===== src/rtl/alu_share_arbiter.sv =====
// Round-robin sharing of one external combinational ALU between two requesters.
// Optional `ALU_PERF_CNT_EN adds a saturating completed-response counter (perf_cnt).
module alu_share_arbiter #(
  parameter int WIDTH = 8
) (
  input  logic               clk,
  input  logic               rst_n,
  input  logic [1:0]         req_valid,
  output logic [1:0]         req_ready,
  input  logic [2*WIDTH-1:0] req_a,
  input  logic [2*WIDTH-1:0] req_b,
  input  logic [5:0]         req_op,
  output logic [1:0]         rsp_valid,
  input  logic [1:0]         rsp_ready,
  output logic [WIDTH-1:0]   rsp_data,
  output logic               rsp_carry,
  output logic               rsp_err,
  output logic [WIDTH-1:0]   alu_a,
  output logic [WIDTH-1:0]   alu_b,
  output logic [2:0]         alu_op,
  input  logic [WIDTH-1:0]   alu_y,
`ifdef ALU_PERF_CNT_EN
  output logic [15:0]        perf_cnt,
`endif
  input  logic               alu_c
);

  localparam logic [2:0] OP_ADD = 3'b011;
  localparam logic [2:0] OP_SUB = 3'b100;

  typedef enum logic [1:0] {IDLE, EXEC, RESP} state_t;

  state_t           state, state_nxt;
  logic             last_grant;
  logic             gnt;
  logic             g_sel;
  logic             accept;
  logic             rsp_done;
  logic             op_illegal;
  logic [WIDTH-1:0] a_sel;
  logic [WIDTH-1:0] b_sel;
  logic [2:0]       op_sel;

  // Both valid: alternate away from the previous winner; otherwise the lone requester wins.
  always_comb begin
    if (req_valid == 2'b11) g_sel = ~last_grant;
    else                    g_sel = req_valid[1];
  end

  assign a_sel      = g_sel ? req_a[WIDTH +: WIDTH] : req_a[0 +: WIDTH];
  assign b_sel      = g_sel ? req_b[WIDTH +: WIDTH] : req_b[0 +: WIDTH];
  assign op_sel     = g_sel ? req_op[5:3] : req_op[2:0];
  assign op_illegal = op_sel[2] & op_sel[1];

  always_ff @(posedge clk or negedge rst_n) begin
    if (!rst_n) state <= IDLE;
    else        state <= state_nxt;
  end

  always_comb begin
    state_nxt = state;
    req_ready = 2'b00;
    rsp_valid = 2'b00;
    accept    = 1'b0;
    rsp_done  = 1'b0;
    case (state)
      IDLE: begin
        if (rst_n && (req_valid != 2'b00)) begin
          req_ready[g_sel] = 1'b1;
          accept           = 1'b1;
          state_nxt        = op_illegal ? RESP : EXEC;
        end
      end
      EXEC: state_nxt = RESP;
      RESP: begin
        rsp_valid[gnt] = 1'b1;
        if (rsp_ready[gnt]) begin
          rsp_done  = 1'b1;
          state_nxt = IDLE;
        end
      end
      default: state_nxt = IDLE;
    endcase
  end

  // Operand latch on accept; illegal ops bypass the ALU and leave alu_* untouched.
  always_ff @(posedge clk or negedge rst_n) begin
    if (!rst_n) begin
      last_grant <= 1'b1;
      gnt        <= 1'b0;
      alu_a      <= '0;
      alu_b      <= '0;
      alu_op     <= '0;
      rsp_data   <= '0;
      rsp_carry  <= 1'b0;
      rsp_err    <= 1'b0;
    end else begin
      if (accept) begin
        gnt        <= g_sel;
        last_grant <= g_sel;
        if (op_illegal) begin
          rsp_data  <= '0;
          rsp_carry <= 1'b0;
          rsp_err   <= 1'b1;
        end else begin
          alu_a  <= a_sel;
          alu_b  <= b_sel;
          alu_op <= op_sel;
        end
      end
      // Result capture: carry only meaningful for ADD/SUB.
      if (state == EXEC) begin
        rsp_data  <= alu_y;
        rsp_carry <= ((alu_op == OP_ADD) || (alu_op == OP_SUB)) & alu_c;
        rsp_err   <= 1'b0;
      end
    end
  end

`ifdef ALU_PERF_CNT_EN
  always_ff @(posedge clk or negedge rst_n) begin
    if (!rst_n)                            perf_cnt <= 16'h0000;
    else if (rsp_done && (perf_cnt != 16'hFFFF)) perf_cnt <= perf_cnt + 16'h0001;
  end
`endif

endmodule


===== config.mk =====
export PLATFORM = sky130hd
export DESIGN_NAME = alu_share_arbiter
export DESIGN_NICKNAME = d
export VERILOG_FILES = /design/src/rtl/alu_share_arbiter.sv
export SDC_FILE = /design/constraint.sdc
export NUM_CORES = 1
export LEC_CHECK = 0
export ABC_AREA = 1
export CAP_MARGIN = 20
export CORE_MARGIN = 2
export CORE_UTILIZATION = 40
export DETAILED_ROUTE_END_ITERATION = 12
export DONT_BUFFER_PORTS = 1
export RECOVER_POWER = 100
export SETUP_SLACK_MARGIN = 0.2
export SYNTH_ARGS = -nofsm -noshare
export SYNTH_HDL_FRONTEND = slang
export SYNTH_SLANG_ARGS = --single-unit

===== constraint.sdc =====
create_clock -name clk -period 3.47 [get_ports clk]
set_clock_uncertainty 0.1 [all_clocks]
set_input_delay 0.694 -clock clk [delete_from_list [all_inputs] [get_ports clk]]
set_output_delay 0.694 -clock clk [all_outputs]
set_load 0.02 [all_outputs]

==> results of run 1 <==
-- power groups by stage --
stage	Combinational (W)	Clock, W	Sequential (W)
floorplan	0.000379	0	0.000846
global placement	0.000408	0	0.000884
detailed placement	0.000420	0	0.000888
CTS	0.000430	0.000295	0.000882
global route	0.000483	0.000313	0.000907
finish	0.000404	0.000284	0.000874
-- cells in the mapped netlist, drive strengths merged --
cell type | n | area, um^2
nand2 | 118 | 488.0
nor3 | 2 | 10.01
nand3 | 30 | 150.1
buf | 8 | 72.56
inv | 8 | 30.03
nand4 | 1 | 6.260
a21oi | 1 | 8.760
nor2 | 10 | 56.31
dfstp | 1 | 26.28
dfrtp | 32 | 800.8
o21ai | 3 | 18.76
or2 | 1 | 8.760
clkbuf | 1 | 3.750
-- path summary, 6_finish.rpt --
check	to
max reg2reg	alu_b[4]$_DFFE_PN0P_
min in group clk	rsp_data[6]$_DFFE_PN0P_
max in group asynchronous	alu_b[6]$_DFFE_PN0P_
min	last_grant$_DFFE_PN1P_
min reg2reg	last_grant$_DFFE_PN1P_
max	req_ready[0]
-- layer usage --
| metal | track usage (%) | share of wire (%) | vias up | wire length, um |
|---|---|---|---|---|
| met5 | 0 | 0 | - | 0 |
| met4 | 5.882 | 0.90 | 0 | 34 |
| met3 | 6.656 | 10 | 2 | 390 |
| met2 | 28.73 | 49 | 59 | 1860 |
| met1 | 20.78 | 40 | 601 | 1508 |
| li1 | - | - | 673 | - |
-- flip-flops by register name, indices dropped and copies added (netlist names) --
signal,flops
rsp_err,1
state,2
rsp_carry,1
gnt,1
rsp_data,8
alu_op,3
last_grant,1
alu_b,8
alu_a,8
-- per-stage QoR --
stage,utilization (%),hold slack [ps],setup WS (ps),instance area [um^2]
global placement,41.37,299.4,996.6,1667
finish,43.14,156.0,594.6,1738
detailed placement,41.37,299.2,953.0,1667
CTS,44.01,132.4,825.3,1773
global route,43.14,136.3,410.3,1738
floorplan,-,298.4,1189,1680
-- area by class of cell --
class / instances / area (um^2)
sequential: 33 / 827.0
clock buffer: 5 / 68.82
timing repair buffer: 1 / 3.754
fill: 430 / 2291
inverter: 8 / 30.03
tap: 50 / 62.56
multi-input combinational: 166 / 728.2
clock inverter: 3 / 17.52
-- kinds of logic (layout without fill, tap and decap cells) --
family | after synthesis | in the layout | share of synthesized area [%]
flops | 33 | 33 | 49.22
buf+inv | 17 | 17 | 6.328
compound gates | 4 | 4 | 1.638
simple gates | 162 | 162 | 42.82
-- repair_timing --
item                                   4_1_cts  5_1_grt
setup buffers                                0        0
hold buffers                                 1        0
endpoints found under the hold margin       32        0
-- worst max-delay path: stages (launching register included) --
cell,delay (ps)
dfstp_1,530
nand2_1,90
nand2_1,490
inv_2,290
nor2_1,390
==> run metrics, run 1 <==
slew at the pin closest to its max-slew limit 1763 ps; H-tree depth 2; cells on worst reg2reg path 8; die outline height between 60 and 70 um; initial drt markers between 80 and 90; number of antenna-violating nets in the routed design 0; cell area power density between 800 and 900 nW/um^2; switching power total roughly 0.00073 W; source of the worst register-to-register timing path last_grant$_DFFE_PN1P_; number of buffers created by CTS 5; Max Fanout on Critical Path 20; final weighted congestion in routability-driven placement roughly 0.69; Arr. time, crit path around 2100 ps; overall power 0.001562 W; setup slack of the most critical reg-to-reg path just under 1000 ps; total die area around 4700 um^2; combinational cell fraction of total power between 20% and 30%; Net Sw Frac between 40 and 50%; post-layout min period ~2900 ps; synth warn 0; share of post-route cells with drive strength above 1 about 8.3%; Total Nets Final 268; cell count after placement 257; Clock Tree Root clkbuf_8; Worst setup SP type flip-flop; residual overflow from global routing 0; leak pwr roughly 0.97 nW; port buffer count 0; wire length of the first global-routing pass 5927 um; unrepaired setup endpoints after global routing no; vias in the first global route around 1,300; total number of placement rows 23; number of detailed-routing iterations run before antenna repair 5; total routed wirelength 3793 um; initial antenna violation count 0; synthesized flop and latch total 33; net count after synthesis 269; Final HPWL DP ~2700 um; worst voltage drop across the vdd grid 0.0003432 V; total of cells resized after clock tree synthesis 0; violated checks max-capacitance violations, max-slew violations; number of different library cells in the post-synthesis netlist 23; type of element capturing the critical path output pin; internal cell power around 0.00083 W; register share of total power a little under three fifths; antenna fix cells 0; via density per instance 5.019; Total GRT Usage between 10% and 20%; sequential cell area fraction in the yosys report about half; Critical path origin last_grant$_DFFE_PN1P_; initial standard-cell utilization of the core roughly two fifths; worst slew slack as a fraction of its limit -17.52%; gate count of the mapped netlist roughly 220; period utilization about 83%; total via count after detailed routing roughly 1,300; CTS tree done; final hold vios 0; DRC violation count after routing 0; core area ~4000 um^2; top-level I/O count 86; startpoint-to-endpoint class of the critical path reg -> out; maximum frequency from static timing analysis 347.8 MHz; routed wirelength normalized by instance count ~14 um; syn avg cell area ~7.8 um^2; Post-Synthesis Cell Area roughly 1700 um^2; Clock Sinks 33; maximum buffer depth of the clock tree 2; outcome finished, violations left; MaxCap Viol Count 1; Non-Filler Instances 266; Setup Viol. Count Final 0; largest net degree at the start of global routing 33; Setup TNS Final 0 ps; Tightest Hold Check Type in -> async; clock group share of total power between 10% and 20%; Die Wd between 60 and 70 um; most common library cell in the layout ignoring fill and taps nand2_1; number of max-slew violations in the final report 33; post-synthesis to final-layout area growth 3.425%; Clk Latency, worst-skew pair between 200 and 300 ps; clock slew at the register clock pins of the worst setup and hold paths around 60 ps; Crit path required time around 2700 ps; commonest cells after routing, fill and taps aside 115 x nand2_1, 32 x dfrtp_1, 30 x nand3_1
Power figures use the tool's default switching activity.
==> run 2: changes to the inputs <==
clock period = 2.8 ns   (was 3.47 ns; I/O delays follow)
==> run 2 against run 1 <==
The flow now finishes without violations. Critical path depth unchanged. Final cell count up 0.38%. Total power up 24%. Non-clock buffer count up 1. Global-route usage down 0.44 points. First-iteration DRC count down 34%. Sequential cell count unchanged. Hold slack worse by 140 ps. Sequential power up 24%. Largest power group unchanged. Highest routed layer unchanged.
==> run metrics, run 2 (same netlist as run 1, synthesis figures left out) <==
outcome finished clean; internal cell power 0.001030 W; share of post-route cells with drive strength above 1 7.834%; largest net degree at the start of global routing 33; wire length of the first global-routing pass around 5800 um; overall power between 0.0015 and 0.002 W; switching power total roughly 0.00090 W; leak pwr 0.9817 nW; Net Sw Frac 46.61%; register share of total power between 50 and 60%; initial standard-cell utilization of the core around two fifths; die outline height 68.82 um; Final HPWL DP 2638 um; cells traversed along the worst timing path nand2_1, nand2_2, inv_2, nor2_1; worst slew slack as a fraction of its limit under 10%; largest registers alu_a: 8 flops, alu_b: 8 flops, rsp_data: 8 flops; combinational cell fraction of total power about a quarter; post-layout min period about 2500 ps; initial antenna violation count 0; slew at the pin closest to its max-slew limit around 1500 ps; total routed wirelength between 3000 and 4000 um; unrepaired setup endpoints after global routing no; clock slew at the register clock pins of the worst setup and hold paths 70 ps; buffer and inverter count on the worst path 1; period utilization a little under 90%; number of max-slew violations in the final report 0; final weighted congestion in routability-driven placement slightly below 0.7; H-tree depth 2; Crit path max-delay family simple AND/OR/NAND/NOR gates; via density per instance 4.981; total number of placement rows 23; Total Nets Final about 270; number of antenna-violating nets in the routed design 0; cell area power density around 1100 nW/um^2; Arr. time, crit path ~1800 ps; commonest cells after routing, fill and taps aside 114 x nand2_1, 32 x dfrtp_1, 30 x nand3_1; total die area about 4700 um^2; Total GRT Usage between 10% and 20%; Setup Viol. Count Final 0; initial drt markers 56; vias in the first global route between 1,000 and 1,500; type of element capturing the critical path output pin; final hold vios 0; Max Fanout on Critical Path 20; Tightest Hold Check Type in -> async; number of detailed-routing iterations run before antenna repair 4; MaxCap Viol Count 0; Crit path required time 2140 ps; Die Wd 68.82 um; highest-delay cell along the critical path dfstp_1; residual overflow from global routing 0; post-synthesis to final-layout area growth 4.244%; Worst setup SP type flip-flop; maximum frequency from static timing analysis approximately 400 MHz; Clock Sinks 33; DRC violation count after routing 0; Setup TNS Final 0 ps; maximum buffer depth of the clock tree 2; longest individual stage delay on the worst path approximately 530 ps; Setup Buffers After CTS 0; Clock Tree Root clkbuf_8; clock group share of total power roughly 18%; top-level I/O count 86; CTS tree done; core area 4029 um^2; most common library cell in the layout ignoring fill and taps nand2_1; number of buffers created by CTS 5; worst voltage drop across the vdd grid between 0.0003 and 0.0004 V; port buffer count 0; startpoint-to-endpoint class of the critical path reg -> out; routed wirelength normalized by instance count between 10 and 15 um; total via count after detailed routing ~1,300; Clk Latency, worst-skew pair between 200 and 300 ps; antenna fix cells 0
[run 2: cell count changes in the layout (fill, tap and decap cells not counted)]
cell            before  now
a21oi_2              1    0
nand2_1            115  114
dlymetal6s4s_1       0    1
nand2_2              1    2
a21oi_1              0    1
dlygate4sd3_1        0    1
clkinvlp_4           1    0
[run 2: area by class of cell]
class                      count  area, um^2
clock buffer                   6       72.57
clock inverter                 2       10.01
fill                         438        2277
inverter                       8       30.03
multi-input combinational    166       726.9
sequential                    33       827.0
tap                           50       62.56
timing repair buffer           2       22.52
[run 2: per-layer routing]
layer | GRT usage (%) | routed length, um | share of wire [%] | up-vias
li1 | - | - | - | 674
met1 | 20.49 | 1574 | 41 | 592
met2 | 26.80 | 1809 | 47 | 57
met3 | 5.519 | 385 | 10 | 7
met4 | 9.069 | 77 | 2.0 | 0
met5 | 0 | 0 | 0 | -
[run 2: path summary, 6_finish.rpt]
path | startpoint | endpoint | slack, ps | cells after the start
max | last_grant$_DFFE_PN1P_ | req_ready[0] | 300 | 4
min | rst_n | last_grant$_DFFE_PN1P_ | 10 | 0
max reg2reg | last_grant$_DFFE_PN1P_ | alu_op[2]$_DFFE_PN0P_ | 520 | 7
min reg2reg | last_grant$_DFFE_PN1P_ | last_grant$_DFFE_PN1P_ | 440 | 2
max in group asynchronous | rst_n | rsp_err$_DFFE_PN0P_ | 570 | 2
min in group clk | alu_y[1] | rsp_data[1]$_DFFE_PN0P_ | 290 | 2
[run 2: timing repair]
action | 4_1_cts | 5_1_grt
resized for setup | 0 | 1
hold buffers | 2 | 0
endpoints found under the setup margin | 0 | 1
endpoints found under the hold margin | 32 | 0
[run 2: power groups by stage]
stage | Sequential, W | Clock [W] | Combinational (W)
floorplan | 0.00105 | 0 | 0.000469
global placement | 0.00109 | 0 | 0.000506
detailed placement | 0.00109 | 0 | 0.000521
CTS | 0.00109 | 0.000359 | 0.000533
global route | 0.00112 | 0.000374 | 0.000590
finish | 0.00108 | 0.000346 | 0.000501
[run 2: through the flow]
| stage | std cells | worst slack, ps | utilization [%] | area [um^2] | hold WS (ps) |
|---|---|---|---|---|---|
| 3_3_place_gp | 257 | 588.5 | 41.37 | 1667 | 165.4 |
| 5_1_grt | 267 | 174.2 | 43.48 | 1752 | 4.118 |
| 3_5_place_dp | 257 | 534.0 | 41.37 | 1667 | 165.6 |
| 6_report | 267 | 304.5 | 43.48 | 1752 | 13.91 |
| 4_1_cts | 267 | 281.7 | 44.16 | 1779 | 3.502 |
| 2_1_floorplan | 216 | 787.0 | - | 1680 | 164.4 |
